===== src/rtl/reaction_delay_timer.sv =====
// Reaction-time trial controller: random foreperiod from the LFSR word, stimulus,
// then a millisecond reaction count ended by a button edge or a timeout.
module reaction_delay_timer #(
  parameter int unsigned TICK_DIV     = 50000,
  parameter int unsigned MIN_DELAY_MS = 1000,
  parameter int unsigned MAX_REACT_MS = 9999
) (
  input  logic        clk,
  input  logic        rst_n,
  input  logic [12:0] rand_in,
  input  logic        start,
  input  logic        button,
  output logic        busy,
  output logic        stim_on,
  output logic [13:0] result_ms,
  output logic        result_valid,
  output logic        false_start,
  output logic        timeout
);

  localparam int unsigned PW = $clog2(TICK_DIV);
  localparam int unsigned DW = 15;
  localparam int unsigned RW = 14;

  typedef enum logic [1:0] {S_IDLE, S_WAIT, S_STIM, S_DONE} state_e;

  state_e        state_q, state_d;
  logic [PW-1:0] presc_q, presc_d;
  logic [DW-1:0] delay_q, delay_d;
  logic [RW-1:0] react_q, react_d;
  logic          btn_q;
  logic          busy_q, busy_d;
  logic          stim_on_q, stim_on_d;
  logic [RW-1:0] result_ms_q, result_ms_d;
  logic          result_valid_q, result_valid_d;
  logic          false_start_q, false_start_d;
  logic          timeout_q, timeout_d;
  logic          btn_edge;
  logic          tick;
  logic [RW-1:0] react_inc;

  always_ff @(posedge clk or negedge rst_n) begin
    if (!rst_n) begin
      state_q        <= S_IDLE;
      presc_q        <= '0;
      delay_q        <= '0;
      react_q        <= '0;
      btn_q          <= 1'b0;
      busy_q         <= 1'b0;
      stim_on_q      <= 1'b0;
      result_ms_q    <= '0;
      result_valid_q <= 1'b0;
      false_start_q  <= 1'b0;
      timeout_q      <= 1'b0;
    end else begin
      state_q        <= state_d;
      presc_q        <= presc_d;
      delay_q        <= delay_d;
      react_q        <= react_d;
      btn_q          <= button;
      busy_q         <= busy_d;
      stim_on_q      <= stim_on_d;
      result_ms_q    <= result_ms_d;
      result_valid_q <= result_valid_d;
      false_start_q  <= false_start_d;
      timeout_q      <= timeout_d;
    end
  end

  always_comb begin
    state_d       = state_q;
    delay_d       = delay_q;
    react_d       = react_q;
    result_ms_d   = result_ms_q;
    false_start_d = false_start_q;
    timeout_d     = timeout_q;
    btn_edge      = button & ~btn_q;
    tick          = (presc_q == PW'(TICK_DIV - 1));
    react_inc     = react_q + RW'(1);

    case (state_q)
      S_IDLE, S_DONE: begin
        if (start) begin
          state_d       = S_WAIT;
          delay_d       = DW'(MIN_DELAY_MS) + DW'(rand_in);
          result_ms_d   = '0;
          false_start_d = 1'b0;
          timeout_d     = 1'b0;
        end
      end
      // A button edge on the expiring tick still counts as a false start.
      S_WAIT: begin
        if (btn_edge) begin
          state_d       = S_DONE;
          false_start_d = 1'b1;
          result_ms_d   = '0;
        end else if (tick) begin
          if (delay_q == DW'(1)) begin
            state_d = S_STIM;
            react_d = '0;
          end else begin
            delay_d = delay_q - DW'(1);
          end
        end
      end
      // Button edge reports the pre-tick count even if a tick coincides.
      S_STIM: begin
        if (btn_edge) begin
          state_d     = S_DONE;
          result_ms_d = react_q;
        end else if (tick) begin
          react_d = react_inc;
          if (react_inc == RW'(MAX_REACT_MS)) begin
            state_d     = S_DONE;
            timeout_d   = 1'b1;
            result_ms_d = RW'(MAX_REACT_MS);
          end
        end
      end
      default: state_d = S_IDLE;
    endcase

    // Prescaler restarts on every state change so each state sees a full first tick.
    if ((state_d != state_q) || tick) begin
      presc_d = '0;
    end else begin
      presc_d = presc_q + PW'(1);
    end

    busy_d         = (state_d == S_WAIT) || (state_d == S_STIM);
    stim_on_d      = (state_d == S_STIM);
    result_valid_d = (state_d == S_DONE) && (state_q != S_DONE);
  end

  assign busy         = busy_q;
  assign stim_on      = stim_on_q;
  assign result_ms    = result_ms_q;
  assign result_valid = result_valid_q;
  assign false_start  = false_start_q;
  assign timeout      = timeout_q;

endmodule

===== config.mk =====
export PLATFORM = sky130hd
export DESIGN_NAME = reaction_delay_timer
export DESIGN_NICKNAME = d
export VERILOG_FILES = /design/src/rtl/reaction_delay_timer.sv
export SDC_FILE = /design/constraint.sdc
export NUM_CORES = 1
export LEC_CHECK = 0
export ABC_AREA = 1
export BUFFER_PORTS_ARGS = -buffer_cell sky130_fd_sc_hd__buf_2
export CAP_MARGIN = 20
export CORE_ASPECT_RATIO = 0.8
export CORE_MARGIN = 10
export CORE_UTILIZATION = 30
export CTS_CLUSTER_SIZE = 8
export DETAILED_ROUTE_END_ITERATION = 10
export HOLD_SLACK_MARGIN = 0.05
export PLACE_DENSITY = 0.5
export SLEW_MARGIN = 20
export SYNTH_ARGS = -nofsm -noshare
export SYNTH_HDL_FRONTEND = slang
export SYNTH_SLANG_ARGS = --single-unit

===== constraint.sdc =====
create_clock -name clk -period 3.1 [get_ports clk]
set_input_delay 0.31 -clock clk [delete_from_list [all_inputs] [get_ports clk]]
set_output_delay 0.31 -clock clk [all_outputs]
set_load 0.05 [all_outputs]

Word level (Yosys, flattened, before mapping)
Cells that the tools add are included.
{"block": "word_totals", "reg_bits": 67, "wordCells": 85, "input_bits": 17, "output_inout_bits": 19}
{"block": "classes", "bitwise": 2, "n_mux": 33, "n_reduce_logical": 13, "n_eq_ne": 22, "n_addsub": 4}
{"cell": "14-bit two-way mux", "count": 10}
{"cell": "15-bit two-way mux", "count": 4}
{"cell": "14-bit case mux with 3 select lines", "count": 1}
{"cell": "15-bit case mux with 2 select lines", "count": 1}
{"cell": "14-bit case mux with 2 select lines", "count": 1}
{"cell": "2-bit != test, second input constant", "count": 10}
{"cell": "16-bit by 1-bit adder with 16-bit output, second input constant", "count": 1}
{"cell": "16-bit == test, second input constant", "count": 1}
{"cell": "16-bit two-way mux", "count": 1}
{"cell": "15-bit by 1-bit == test with 1-bit output, second input constant", "count": 1}
{"cell": "15-bit by 1-bit subtractor with 15-bit output, second input constant", "count": 1}
{"cell": "10-bit by 13-bit adder with 14-bit output, first input constant", "count": 1}
{"cell": "14-bit by 1-bit adder with 14-bit output, second input constant", "count": 1}
{"cell": "14-bit == test, second input constant", "count": 1}
{"cell": "2-bit two-way mux", "count": 7}
{"cell": "5-bit AND reduction", "count": 2}
{"cell": "2-bit == test, second input constant", "count": 4}
{"cell": "3-bit != test, second input constant", "count": 2}
{"cell": "2-bit case mux with 3 select lines", "count": 1}
{"cell": "6-bit AND reduction", "count": 1}
{"cell": "2-bit nonzero test", "count": 3}
{"cell": "1-bit two-way mux", "count": 5}
{"cell": "2-bit by 1-bit == test with 1-bit output, second input constant", "count": 2}
{"cell": "1-bit case mux with 2 select lines", "count": 2}
{"cell": "9 further kinds", "count": 10}

Logic depth before layout (Yosys ltp)
{"block": "logic_depth", "depth_word": 9, "depth_mapped": 18, "mapped_depth_nobuf": 18}

Worst setup path after synthesis
OpenSTA, ideal clock, no wires.
{"block": "synth_path", "path_kind": "register -> register", "start": "register react_q[1]", "end": "register busy_q, in the netlist busy", "path_buffers": 0, "t_arrival_ns": 1.961, "synth_period_minus_slack_ns": 2.073, "required_ns": 2.987, "setup_time_ns": 0.113, "setup_slack_ns": 1.027, "path_stages_with_launch": 15, "cell_sequence": "dfrtp_1 -> ha_1 -> nand2_1 -> nor2_1 -> nand2_1 -> xor2_1 -> nand2_1 -> nor2_2 -> nand3_1 -> nand2_1 -> nand2_1 -> nand2_1 -> o21ai_0 -> ha_1 -> inv_1"}
{"block": "synth_via", "elab_chain_cells": 8, "elab_cells_between_ends": 9, "cone_classes": "1 x add/sub; 3 x eq/ne; 4 x mux; 1 x reduce/logical"}
{"item": "start, declared", "line": "30", "text": "logic [RW-1:0] react_q, react_d;"}
{"item": "start signal, assigned", "line": "59", "text": "react_q <= react_d;"}
{"item": "14-bit by 1-bit adder with 14-bit output *", "line": "79", "text": "react_inc = react_q + RW'(1);"}
{"item": "14-bit == test *", "line": "113", "text": "if (react_inc == RW'(MAX_REACT_MS)) begin"}
{"item": "2-bit two-way mux *", "line": "113"}
{"item": "2-bit two-way mux *", "line": "111", "text": "end else if (tick) begin"}
{"item": "2-bit two-way mux *", "line": "108", "text": "if (btn_edge) begin"}
{"item": "2-bit case mux with 3 select lines *", "line": "81", "text": "case (state_q)"}
{"item": "2-bit by 1-bit == test with 1-bit output or 2-bit == test (tied branches)", "line": "130", "text": "busy_d = (state_d == S_WAIT) || (state_d == S_STIM);"}
{"item": "1-bit logical OR *", "line": "130"}
{"item": "via busy_d", "line": "32", "text": "logic busy_q, busy_d;"}
{"item": "end signal, assigned", "line": "61", "text": "busy_q <= busy_d;"}
{"item": "end, declared", "line": "32"}
The timed path passes the listed nets; every way through them passes the cells marked *.
A chain may end at the register's enable or synchronous reset.

Worst setup path in the final report
Same ends and word-level chain as after synthesis.

==> flow_metrics.env <==
export IMPL_r2r_start="react_q[1]$_DFFE_PN0P_"
export IMPL_ys_seq_elements=67
export IMPL_drt_pass1_iter_count=5
export IMPL_wl_per_cell_um=12.9
export IMPL_drc=0
export IMPL_power_internal_w=0.00234
export IMPL_dieHeight_um=122
export IMPL_cts_tree="done"
export IMPL_n_fill_cell=1402
export IMPL_fin_ws_ns=0.579
export IMPL_synth_cells=535
export IMPL_finalCriticalPeriod_ns=2.52
export IMPL_grt_pass1_vias=3296
export IMPL_drt_wl_total_um=9780
export IMPL_met2_usage=0.157
export IMPL_path_clk_slew_ns=0.06
export IMPL_arrival_ns=2.75
export IMPL_most_common_layout_cells="128 x nand2_1, 67 x dfrtp_1, 65 x inv_1, 65 x o21ai_0, 60 x nor2_1"
export IMPL_initial_core_util=0.306
export IMPL_clockRootBuffer="clkbuf_16"
export IMPL_dp_final_hpwl_um=7310
export IMPL_synth_area_per_cell_um2=7.35
export IMPL_period_share=0.813
export IMPL_netlist_area_mm2=0.00393
export IMPL_layout_nets=605
export IMPL_postCtsResizedCells=0
export IMPL_postCtsSetupBuffers=0
export IMPL_gp_congestion=0.893
export IMPL_grt_max_degree=30
export IMPL_place_ws_ns=0.603
export IMPL_h_tree_depth=3
export IMPL_diodes=0
export IMPL_p_clk_frac=0.264
export IMPL_hp_class="input pin to flop"
export IMPL_synthDistinctLibCells=33
export IMPL_hold_viol=0
export IMPL_cp_max_fo=6
export IMPL_async_reset_ff_frac=1.00
export IMPL_numCtsBuffers=9
export IMPL_grtUsageTotal=0.110
export IMPL_cp_cell_sequence="ha_1, nand2_1, nor2_1, nand2_1, xor2_1, nand2_1, nor2_2, nand3_1, nand2_1, nand2_1, nand2_1, o21ai_0, ha_1, inv_1"
export IMPL_end_kind="flop"
export IMPL_power_frac_comb=0.449
export IMPL_slowest_delay_ns=0.46
export IMPL_yosysSeqAreaShare=0.426
export IMPL_die_w_um=148
export IMPL_fp_dieArea_mm2=0.0181
export IMPL_drive_gt1_frac=0.141
export IMPL_rows=37
export IMPL_ant_nets=0
export IMPL_antenna_found_initial=0
export IMPL_grtUsageMet3=0.0268
export IMPL_layout_commonest_cell="nand2_1"
export IMPL_crit_slowest_cell="dfrtp_1"
export IMPL_viasPerCell=4.66
export IMPL_core_mm2=0.0129
export IMPL_setup_viol=0
export IMPL_grt_use_met1=0.159
export IMPL_drt_initial_drc_count=287
export IMPL_yosysWarnings=0
export IMPL_clock_path_buffers=2
export IMPL_area_growth_pct=18.5
export IMPL_swShare=0.447
export IMPL_min_delay_start="button"
export IMPL_finClkSkew_ns=0.00488
export IMPL_p_switching_w=0.00190
export IMPL_overflow=0
export IMPL_synth_top_flop_cell="dfrtp_1"
export IMPL_cts_sinks=67
export IMPL_p_seq_frac=0.288
export IMPL_maxCapViolations=0
export IMPL_clock_latency_ns=0.33
export IMPL_ir_drop_v=0.000398
export IMPL_crit_required_ns=3.33
export IMPL_num_vias=3524
export IMPL_grt_pass1_wl_um=16500
export IMPL_path_class="flop to flop"
export IMPL_numPortBuffers=35
export IMPL_fmax_ghz=0.397
export IMPL_max_slew_margin=0.625
export IMPL_critPathLaunchType="flop"
export IMPL_cp_common_cell="nand2_1"
export IMPL_cp_startpoint="react_q[1]$_DFFE_PN0P_"
export IMPL_fin_tns_setup_ns=0
export IMPL_synth_nets=563
export IMPL_cellLeakagePower_nw=2.27
export IMPL_rsz0062_at_grt="false"
export IMPL_power_density_mw_per_mm2=910
export IMPL_synth_edff_count=0
export IMPL_grt_busiest_layer="met1"
export IMPL_io_pins=36
export IMPL_final_max_slew_viol_count=0
export IMPL_worstMarginPinSlew_ns=0.561
export IMPL_status="finished clean"
area by class of cell:
type / count / area (µm²) / area share
Clock buffer: 10 / 239 / 0.0513
Clock inverter: 6 / 87.6 / 0.0188
Inverter: 66 / 248 / 0.0532
Multi-Input combinational cell: 390 / 1950 / 0.419
Sequential cell: 67 / 1680 / 0.360
Tap cell: 175 / 219 / 0.0470
Timing Repair Buffer: 43 / 238 / 0.0510
critical path, delay by kind of cell, from the launching register on:
kind	cells	cell delay (ns)
and+or+nand+nor	9	1.03
adders and majority gates	2	0.58
xor gates and xnor gates	1	0.17
DFF	1	0.46
AOI/OAI and AO/OA	1	0.14
buffers and inverters	1	0.03
timing repair:
action,4_1_cts,5_1_grt
hold buffers,1,0
hold endpoints to repair,16,0
setup endpoints to repair,0,0
logic make-up (layout without fill, tap and decap cells):
logic type                 after synthesis  after routing  synth area share
AOI/OAI and AO/OA                       92             92             0.126
xor gates and xnor gates                17             17            0.0378
adders and majority gates               11             11            0.0350
buffers and inverters                   78            125            0.0773
DFF                                     67             67             0.426
and+or+nand+nor                        270            270             0.298
Yosys cell counts (all sizes together), types with 2 or more instances:
master | n | share of area
ha | 11 | 0.035
nand3 | 39 | 0.051
o21ai | 66 | 0.085
xor2 | 13 | 0.029
nor3 | 8 | 0.010
clkbuf | 8 | 0.0080
nand2 | 132 | 0.13
nand4 | 11 | 0.017
a21oi | 11 | 0.014
xnor2 | 4 | 0.0089
inv | 65 | 0.062
buf | 4 | 0.0064
o211ai | 3 | 0.0057
or2 | 3 | 0.0048
o22ai | 6 | 0.0095
dfrtp | 67 | 0.43
o21a | 2 | 0.0038
nor2 | 75 | 0.081
state kept, by name, summed over array words and instances, names as in the netlist:
| name | flops |
|---|---|
| btn_q | 1 |
| presc_q | 16 |
| false_start | 1 |
| busy | 1 |
| delay_q | 15 |
| timeout | 1 |
| react_q | 14 |
| state_q | 2 |
| stim_on | 1 |
| result_valid | 1 |
| result_ms | 14 |
power groups by stage:
stage | Sequential, W | Combinational (W) | Clock, W
global placement | 0.00123 | 0.00190 | 0
finish | 0.00122 | 0.00190 | 0.00112
CTS | 0.00122 | 0.00192 | 0.00115
detailed placement | 0.00123 | 0.00191 | 0
floorplan | 0.00146 | 0.00125 | 0
global route | 0.00125 | 0.00218 | 0.00118
metal layers:
layer / vias to the layer above / wire (µm) / part of all wire
li1: 1810 / - / -
met2: 86 / 3980 / 0.41
met3: 12 / 479 / 0.049
met5: - / 0 / 0
met1: 1616 / 5180 / 0.53
met4: 0 / 133 / 0.014
through the flow:
step	cells	utilization	hold slack (ns)	area [µm²]	total power (W)
after floorplan	535	-	0.0144	3930	0.00271
after global placement	740	0.336	0.279	4320	0.00312
after detailed placement	740	0.336	0.282	4320	0.00314
after CTS	757	0.362	0.0882	4660	0.00430
after global routing	757	0.362	0.0981	4660	0.00461
final	757	0.362	0.0969	4660	0.00424
worst paths after layout:
check	endpoint	slack, ns	depth (start not counted)
setup / recovery	busy$_DFF_PN0_	0.58	14
hold / removal	btn_q$_DFF_PN0_	0.1	1
setup reg to reg	busy$_DFF_PN0_	0.58	14
hold reg to reg	presc_q[0]$_DFF_PN0_	0.46	1
max in group asynchronous	delay_q[9]$_DFFE_PN0P_	1.90	3
min in group asynchronous	result_valid$_DFF_PN0_	0.46	2
Note: power is estimated with default switching activity, not from simulation.
